`src/rtl/enc_pkg.sv`:
```
// rtl/enc_pkg.sv - shared types and helpers for the multi-channel encoder counter
package enc_pkg;

    typedef enum logic [1:0] {
        ST_IDLE   = 2'd0,
        ST_WAIT_Z = 2'd1,
        ST_ACTIVE = 2'd2
    } chan_state_t;

    localparam int C_SYNC_STAGES = 2;

    // Select width never collapses to zero, so a single-channel build still has a 1-bit I_SEL.
    function automatic int sel_width(input int n);
        return (n > 1) ? $clog2(n) : 1;
    endfunction

endpackage

```
`src/rtl/enc_cnt_chan.sv`:
```
// rtl/enc_cnt_chan.sv - one encoder channel: sync, optional glitch filter (ENC_GLITCH_FILTER_EN), edge detect, period counter
module enc_cnt_chan
    import enc_pkg::*;
#(
    parameter int P_W    = 64,
    parameter int P_FILT = 4
) (
    input  logic           clk,
    input  logic           rst,
    input  logic           arm,
    input  logic           a_raw,
    input  logic           z_raw,
    output logic           a_mon,
    output logic           z_mon,
    output logic [P_W-1:0] cnt_latched,
    output logic           ready,
    output logic           overflow
);

    logic [C_SYNC_STAGES-1:0] a_sync;
    logic [C_SYNC_STAGES-1:0] z_sync;
    logic                     a_lvl;
    logic                     z_lvl;
    logic                     a_dly;
    logic                     z_dly;
    logic                     a_rise;
    logic                     z_rise;
    logic [P_W-1:0]           cnt;
    logic [P_W-1:0]           cnt_next;
    chan_state_t              state;

    always_ff @(posedge clk or posedge rst) begin
        if (rst) begin
            a_sync <= '0;
            z_sync <= '0;
        end else begin
            a_sync <= {a_sync[C_SYNC_STAGES-2:0], a_raw};
            z_sync <= {z_sync[C_SYNC_STAGES-2:0], z_raw};
        end
    end

`ifdef ENC_GLITCH_FILTER_EN
    localparam int FW = $clog2(P_FILT + 1);

    logic [FW-1:0] a_fcnt;
    logic [FW-1:0] z_fcnt;

    // Level follows the synced input only once it has disagreed for P_FILT+1 samples,
    // which puts the filtered level exactly P_FILT cycles behind the unfiltered path.
    always_ff @(posedge clk or posedge rst) begin
        if (rst) begin
            a_lvl  <= 1'b0;
            z_lvl  <= 1'b0;
            a_fcnt <= '0;
            z_fcnt <= '0;
        end else begin
            if (a_sync[C_SYNC_STAGES-1] == a_lvl) begin
                a_fcnt <= '0;
            end else if (a_fcnt == FW'(P_FILT)) begin
                a_lvl  <= a_sync[C_SYNC_STAGES-1];
                a_fcnt <= '0;
            end else begin
                a_fcnt <= a_fcnt + 1'b1;
            end
            if (z_sync[C_SYNC_STAGES-1] == z_lvl) begin
                z_fcnt <= '0;
            end else if (z_fcnt == FW'(P_FILT)) begin
                z_lvl  <= z_sync[C_SYNC_STAGES-1];
                z_fcnt <= '0;
            end else begin
                z_fcnt <= z_fcnt + 1'b1;
            end
        end
    end
`else
    always_ff @(posedge clk or posedge rst) begin
        if (rst) begin
            a_lvl <= 1'b0;
            z_lvl <= 1'b0;
        end else begin
            a_lvl <= a_sync[C_SYNC_STAGES-1];
            z_lvl <= z_sync[C_SYNC_STAGES-1];
        end
    end
`endif

    always_ff @(posedge clk or posedge rst) begin
        if (rst) begin
            a_dly <= 1'b0;
            z_dly <= 1'b0;
        end else begin
            a_dly <= a_lvl;
            z_dly <= z_lvl;
        end
    end

    assign a_rise   = a_lvl & ~a_dly;
    assign z_rise   = z_lvl & ~z_dly;
    assign a_mon    = a_lvl;
    assign z_mon    = z_lvl;
    assign cnt_next = a_rise ? cnt + 1'b1 : cnt;

    always_ff @(posedge clk or posedge rst) begin
        if (rst) begin
            state       <= ST_IDLE;
            cnt         <= '0;
            cnt_latched <= '0;
            ready       <= 1'b0;
            overflow    <= 1'b0;
        end else begin
            ready <= 1'b0;
            if (!arm) begin
                state <= ST_IDLE;
                cnt   <= '0;
            end else begin
                case (state)
                    ST_IDLE: begin
                        state    <= ST_WAIT_Z;
                        cnt      <= '0;
                        overflow <= 1'b0;
                    end
                    ST_WAIT_Z: begin
                        cnt <= '0;
                        if (z_rise) begin
                            state <= ST_ACTIVE;
                        end
                    end
                    ST_ACTIVE: begin
                        if (a_rise && (&cnt)) begin
                            overflow <= 1'b1;
                        end
                        // A coincident A edge belongs to the period being closed.
                        if (z_rise) begin
                            cnt_latched <= cnt_next;
                            ready       <= 1'b1;
                            cnt         <= '0;
                        end else begin
                            cnt <= cnt_next;
                        end
                    end
                    default: begin
                        state <= ST_IDLE;
                        cnt   <= '0;
                    end
                endcase
            end
        end
    end

endmodule

```
`src/rtl/enc_cnt_multi.sv`:
```
// rtl/enc_cnt_multi.sv - N-channel encoder period counter with registered readout mux; filter via ENC_GLITCH_FILTER_EN
module enc_cnt_multi
    import enc_pkg::*;
#(
    parameter int  P_CH   = 2,
    parameter int  P_W    = 64,
    parameter int  P_FILT = 4,
    localparam int SW     = sel_width(P_CH)
) (
    input  logic                CLK,
    input  logic                RST,
    input  logic                I_ARM,
    input  logic [P_CH-1:0]     I_A,
    input  logic [P_CH-1:0]     I_Z,
    input  logic [SW-1:0]       I_SEL,
    output logic [P_CH-1:0]     O_A,
    output logic [P_CH-1:0]     O_Z,
    output logic [P_CH*P_W-1:0] O_CNT,
    output logic [P_W-1:0]      O_CNT_SEL,
    output logic [P_CH-1:0]     O_READY,
    output logic [P_CH-1:0]     O_OVERFLOW
);

    for (genvar g = 0; g < P_CH; g++) begin : g_chan
        enc_cnt_chan #(
            .P_W    (P_W),
            .P_FILT (P_FILT)
        ) u_chan (
            .clk         (CLK),
            .rst         (RST),
            .arm         (I_ARM),
            .a_raw       (I_A[g]),
            .z_raw       (I_Z[g]),
            .a_mon       (O_A[g]),
            .z_mon       (O_Z[g]),
            .cnt_latched (O_CNT[g*P_W +: P_W]),
            .ready       (O_READY[g]),
            .overflow    (O_OVERFLOW[g])
        );
    end

    // Out-of-range selects fall through to zero.
    always_ff @(posedge CLK or posedge RST) begin
        if (RST) begin
            O_CNT_SEL <= '0;
        end else begin
            O_CNT_SEL <= '0;
            for (int i = 0; i < P_CH; i++) begin
                if (I_SEL == SW'(i)) begin
                    O_CNT_SEL <= O_CNT[i*P_W +: P_W];
                end
            end
        end
    end

endmodule

```
`config.mk`:
```
export PLATFORM = sky130hd
export DESIGN_NAME = enc_cnt_multi
export DESIGN_NICKNAME = d
export VERILOG_FILES = /design/src/rtl/enc_pkg.sv /design/src/rtl/enc_cnt_chan.sv /design/src/rtl/enc_cnt_multi.sv
export SDC_FILE = /design/constraint.sdc
export NUM_CORES = 1
export LEC_CHECK = 0
export CAP_MARGIN = 20
export CORE_MARGIN = 8
export CORE_UTILIZATION = 55
export CTS_CLUSTER_DIAMETER = 60
export CTS_CLUSTER_SIZE = 24
export DETAILED_ROUTE_END_ITERATION = 7
export PLACE_DENSITY = 0.81
export SLEW_MARGIN = 30
export SYNTH_ARGS = -nofsm -noshare
export SYNTH_HDL_FRONTEND = slang
export SYNTH_HIERARCHICAL = 1
export SYNTH_SLANG_ARGS = --single-unit
```
`constraint.sdc`:
```
create_clock -name CLK -period 5.6 [get_ports CLK]
set_input_delay 1.12 -clock CLK [delete_from_list [all_inputs] [get_ports CLK]]
set_output_delay 1.12 -clock CLK [all_outputs]
set_load 0.03 [all_outputs]
```
==> run metrics, run 1 <==
grt met1 use 0.319; r2r setup slk roughly 2.9 ns; CTS clock-pin slew for the worst setup and hold paths about 0.08 ns; switching fraction of total power 0.326; busiest layer in global routing met2; Max H-tree Level 1; static leakage 0.00752 µW; RePlAce Congestion 0.879; Util after Layout 0.684; Detail Placement HPWL ~26 mm; RR Endpoint g_chan[1].u_chan/cnt_latched[53]; share of layout cells above drive strength 1 0.0946; GR Overflow Total 0; net count after synthesis 1322; Die ar. 31700 µm²; placed cells 1810; met2 GRT Util 0.380; Synth Instances between 1000 and 1500; ant diodes 0; clk buf depth 3; Max VDD drop about 0.27 mV; max_cap viols 0; I/O pin count about 210; Yosys cell types 33; Flop pwr share 0.457; Layout Nets between 1500 and 2000; Power Dens Cells between 300 and 400 nW/µm²; commonest non-fill, non-tap cell in the layout dfrtp_1; internal power 4440 µW; WP data arrival 3.57 ns; first-pass GRT wire length roughly 58 mm; synthesis-to-finish area growth 22.5%; Critical Path Fanout Max 86; Clock Skews roughly 0.019 ns; Core ar. 25900 µm²; Mapped Area 14500 µm²; vias in the first global route around 10000; Num CTS Buffers 25; dominant synthesized flop cell dfrtp_1; die width 178 µm; number of gates resized after CTS 0; CP required slightly above 6 ns; Setup Buffers After CTS 0; fin. max-slew vios 0; via count 10400; outcome finished clean; Remaining DRCs 0; number of flops mapped to enable cells by yosys 0; fmax about 0.32 GHz; Clock Power Share 0.305; post-route ant nets 0; final worst slack 2.50 ns; gr usage total 0.231; # fillers roughly 1900; die height roughly 180 µm; drt wl/cell 19.7 µm; async set or reset register ratio after synthesis 1.00; Synth Register Bits 344; num rows 59; final hold viol count 0; crit share post-route 0.554; CP Class in2reg; Critical path origin I_ARM; Logic pwr share 0.237; GR met3 Demand/Resource 0.0298; RSZ-0062 raised after global routing no; DR pass1 iterations 5; post-synthesis sequential area ratio 0.595; Switching Power roughly 2100 µW; Clock Sinks between 300 and 400; Setup crit start kind primary input; clock root buffer clkbuf_16; Initial Util 0.558; initial antenna violation count 0; worst skew pair latency approximately 0.55 ns; Port Buffer Count 207; total power about 6600 µW; WL final roughly 37 mm; Setup TNS 0 ns; pre-CTS WS a little under 2 ns; worst r2r path cells 6; routed vias/inst around 5.6; Setup Viol. Count Final 0; relative slew slack 0.386; First DRT Iteration DRCs 844; min Tclk post-route between 3 and 4 ns; most frequent cells in the layout 344 x dfrtp_1, 306 x nor2_1, 206 x clkdlybuf4s50_1; Mean Syn Cell Area approximately 11 µm²; hold buffers post-CTS 0; post-route insts no fill about 1900; RR Startpoint g_chan[1].u_chan/a_dly; largest net degree at the start of global routing approximately 110; TritonCTS clock tree built; Hold Path Depth 0; YS warnings 6; Setup crit end g_chan[0].u_chan/cnt_latched[27]; HP Class reg2reg; Setup crit end kind flop; Worst-Margin Slew around 0.92 ns
[registers in the layout (all words and copies together) (netlist names)]
signal / cells
g_chan.u_chan/z_sync: 4
g_chan.u_chan/a_mon: 2
g_chan.u_chan/z_mon: 2
g_chan.u_chan/a_dly: 2
g_chan.u_chan/ready: 2
g_chan.u_chan/a_sync: 4
g_chan.u_chan/cnt_latched: 128
O_CNT_SEL: 64
g_chan.u_chan/cnt: 128
g_chan.u_chan/z_dly: 2
g_chan.u_chan/state: 4
g_chan.u_chan/overflow: 2
[area by class of cell]
| class | instances | area [µm²] | share of cell area |
|---|---|---|---|
| inverter | 15 | 68.8 | 0.00388 |
| tap | 335 | 419 | 0.0237 |
| clock buffer | 27 | 653 | 0.0369 |
| multi-input combinational | 900 | 5510 | 0.311 |
| clock inverter | 19 | 290 | 0.0164 |
| sequential | 344 | 8610 | 0.486 |
| timing repair buffer | 217 | 2160 | 0.122 |
[cell families after synthesis]
group / share of synthesized area
xor gates and xnor gates: 0.0763
AOI/OAI and AO/OA: 0.0462
DFF: 0.595
adders and majority gates: 0.00173
buffers and inverters: 0.0253
and+or+nand+nor: 0.187
muxes: 0.0682
[power by group through the flow]
stage | clock network, µW | registers [µW] | logic [µW]
final | 2010 | 3010 | 1560
after global placement | 0 | 3040 | 1550
after floorplan | 0 | 3510 | 358
after CTS | 2050 | 3010 | 1590
after global routing | 2150 | 3040 | 1640
after detailed placement | 0 | 3050 | 1580
[layer usage]
layer,up-vias,part of all wire
li1,4804,-
met1,5259,0.42
met2,327,0.49
met3,53,0.061
met4,0,0.023
met5,-,0
[critical path, stage by stage]
cell             delay, ns
clkdlybuf4s50_1       0.57
nor2b_1               0.28
and3_4                0.80
buf_4                 0.49
nor2_1                0.09
a21oi_1               0.16
[cells in the mapped netlist, types with 6 or more instances]
library cell,n,area [µm²]
dfrtp_1,344,8610
xnor2_1,82,718
inv_1,15,56.3
xor2_1,44,385
clkbuf_1,36,135
nor2b_1,6,37.5
a21oi_1,130,651
and2_1,6,37.5
nor2_1,306,1150
nor3_1,38,190
and3_1,16,100
mux2_4,60,901
buf_12,6,120
nand2_1,72,270
nand4_1,32,200
nand3_1,48,240
nor4_1,22,138
buf_1,6,22.5
nor4_4,6,128
[per-stage QoR]
stage / instance area (µm²) / hold slack [ns]
after floorplan: 14500 / 0.331
after global placement: 16700 / 0.332
after detailed placement: 16700 / 0.342
after CTS: 17700 / 0.359
after global routing: 17700 / 0.361
final: 17700 / 0.356
[worst min path at each step]
stage / end / start / slack [ns]
floorplan: g_chan[0].u_chan/a_mon / g_chan[0].u_chan/a_sync[1] / 0.33
global placement: g_chan[1].u_chan/a_sync[1] / g_chan[1].u_chan/a_sync[0] / 0.33
detailed placement: g_chan[1].u_chan/a_sync[1] / g_chan[1].u_chan/a_sync[0] / 0.34
CTS: g_chan[1].u_chan/a_sync[1] / g_chan[1].u_chan/a_sync[0] / 0.36
global route: g_chan[0].u_chan/z_mon / g_chan[0].u_chan/z_sync[1] / 0.36
finish: g_chan[0].u_chan/z_sync[1] / g_chan[0].u_chan/z_sync[0] / 0.36
Power figures use the tool's default switching activity.
==> inputs of run 2 (changes only) <==
--- a/config.mk
+++ b/config.mk
@@ -7,11 +7,11 @@
 export LEC_CHECK = 0
 export CAP_MARGIN = 20
 export CORE_MARGIN = 8
-export CORE_UTILIZATION = 55
+export CORE_UTILIZATION = 49
 export CTS_CLUSTER_DIAMETER = 60
 export CTS_CLUSTER_SIZE = 24
 export DETAILED_ROUTE_END_ITERATION = 7
-export PLACE_DENSITY = 0.81
+export PLACE_DENSITY = 0.76
 export SLEW_MARGIN = 30
 export SYNTH_ARGS = -nofsm -noshare
 export SYNTH_HDL_FRONTEND = slang
==> constraint.sdc (replaced) <==
create_clock -name CLK -period 2.6 [get_ports CLK]
set_input_delay 0.52 -clock CLK [delete_from_list [all_inputs] [get_ports CLK]]
set_output_delay 0.52 -clock CLK [all_outputs]
set_load 0.03 [all_outputs]
==> run metrics, run 2 (synthesis results as in run 1) <==
outcome finished clean; HP Class reg2reg; share of layout cells above drive strength 1 0.113; worst skew pair latency 0.55 ns; Design Area, Final ~18000 µm²; Max H-tree Level 1; I/O pin count 208; Clock Skews 0.0182 ns; Detail Placement HPWL between 20 and 30 mm; Core ar. roughly 29000 µm²; Worst-Margin Slew roughly 0.7 ns; crit share post-route 0.905; Power Dens Cells 774 nW/µm²; hold buffers post-CTS 0; Setup crit start kind flop; Top Registers g_chan.u_chan/cnt x128, g_chan.u_chan/cnt_latched x128, O_CNT_SEL x64; Remaining DRCs 0; commonest non-fill, non-tap cell in the layout dfrtp_1; drt wl/cell 18.7 µm; CTS clock-pin slew for the worst setup and hold paths 0.08 ns; CP max stage delay approximately 0.38 ns; initial antenna violation count 0; Switching Power between 4000 and 5000 µW; Min Hold Slack around 0.34 ns; critical-path cell list nand4b_2 > buf_4 > nor4_4 > buf_4 > nand4_2 > nor3_1 > xnor2_1 > a21oi_1; final worst slack roughly 0.25 ns; Clock Sinks around 340; Post-DP Area between 15000 and 20000 µm²; static leakage approximately 0.0077 µW; pre-CTS WS about 0.12 ns; first-pass GRT wire length roughly 59 mm; Initial Util 0.493; WP data arrival around 2.8 ns; RePlAce Congestion about 0.86; vias in the first global route between 10000 and 15000; CP required about 3.0 ns; Max VDD drop between 0.5 and 0.6 mV; TritonCTS clock tree built; Flop pwr share 0.460; number of gates resized after CTS 0; final hold viol count 0; min Tclk post-route between 2 and 2.5 ns; Critical Path Fanout Max 9; First DRT Iteration DRCs between 800 and 900; Setup Viol. Count Final 0; GR Overflow Total 0; WL final approximately 36 mm; Setup Buffers After CTS 0; fin. max-slew vios 0; via count between 10000 and 15000; fmax about 0.42 GHz; most frequent cells in the layout 344 x dfrtp_1, 306 x nor2_1, 206 x clkdlybuf4s50_1; CP Class reg2reg; Setup TNS 0 ns; Util after Layout 0.618; num rows 63; Logic pwr share 0.241; max_cap viols 0; Setup crit end kind flop; routed vias/inst around 5.3; relative slew slack 0.534; crit-path most repeated cell buf_4; Die ar. about 35000 µm²; synthesis-to-finish area growth 25.3%; internal power ~9500 µW; clock root buffer clkbuf_16; clk buf depth 3; Num CTS Buffers 27; slowest CP cell dfrtp_1; post-route ant nets 0; switching fraction of total power 0.325; DR pass1 iterations 5; Clock Power Share 0.299; die width approximately 190 µm; die height ~190 µm; Port Buffer Count a little over 200; gr usage total 0.207; Layout Nets between 1500 and 2000; RSZ-0062 raised after global routing no; largest net degree at the start of global routing 78; ant diodes 0
-- run 2: cell count changes in the layout (fill, tap and decap cells not counted), sizes merged --
cell / previous run / this run
clkbuf: 27 / 30
buf: 11 / 45
clkinvlp: 0 / 4
bufinv: 2 / 0
clkinv: 10 / 8
-- run 2: power by group through the flow --
stage               Combinational, µW  Clock, µW  Sequential, µW
floorplan                         772          0            7570
global placement                 3380          0            6530
detailed placement               3430          0            6550
CTS                              3440       4290            6450
global route                     3580       4500            6520
finish                           3390       4190            6450
-- run 2: final timing paths --
| check | depth (start not counted) | endpoint | from | slack [ns] |
|---|---|---|---|---|
| min reg2reg | 0 | g_chan[1].u_chan/z_mon | g_chan[1].u_chan/z_sync[1] | 0.34 |
| max | 8 | g_chan[1].u_chan/cnt_latched[62] | g_chan[1].u_chan/a_dly | 0.25 |
| max in group asynchronous | 4 | g_chan[0].u_chan/cnt_latched[48] | RST | 1.41 |
| min in group asynchronous | 2 | g_chan[1].u_chan/cnt_latched[17] | RST | 0.49 |
| min | 0 | g_chan[1].u_chan/z_mon | g_chan[1].u_chan/z_sync[1] | 0.34 |
| max reg2reg | 8 | g_chan[1].u_chan/cnt_latched[62] | g_chan[1].u_chan/a_dly | 0.25 |
-- run 2: area by class of cell --
cell class / count / area [µm²]
Inverter: 15 / 63.8
Clock buffer: 30 / 687
Timing Repair Buffer: 251 / 2560
Fill cell: 2347 / 11200
Clock inverter: 19 / 214
Tap cell: 390 / 488
Sequential cell: 344 / 8610
Multi-Input combinational cell: 900 / 5500
-- run 2: through the flow --
| step | instances | total power [µW] |
|---|---|---|
| after global routing | 1949 | 14600 |
| after floorplan | 1312 | 8340 |
| after global placement | 1898 | 9910 |
| after CTS | 1947 | 14200 |
| after detailed placement | 1898 | 9980 |
| final | 1949 | 14000 |
-- run 2: per-layer routing --
metal	track usage	share of wire
met1	0.284	0.45
met2	0.336	0.48
met3	0.0347	0.049
met4	0.0555	0.025
met5	0	0
-- run 2: worst max-delay path: cells and delay by family (launching register included) --
family | cells | cell delay, ns
flip-flops | 1 | 0.38
buffers and inverters | 2 | 0.40
XOR/XNOR | 1 | 0.21
AO/OA/AOI/OAI | 1 | 0.12
AND/OR/NAND/NOR | 4 | 1.11
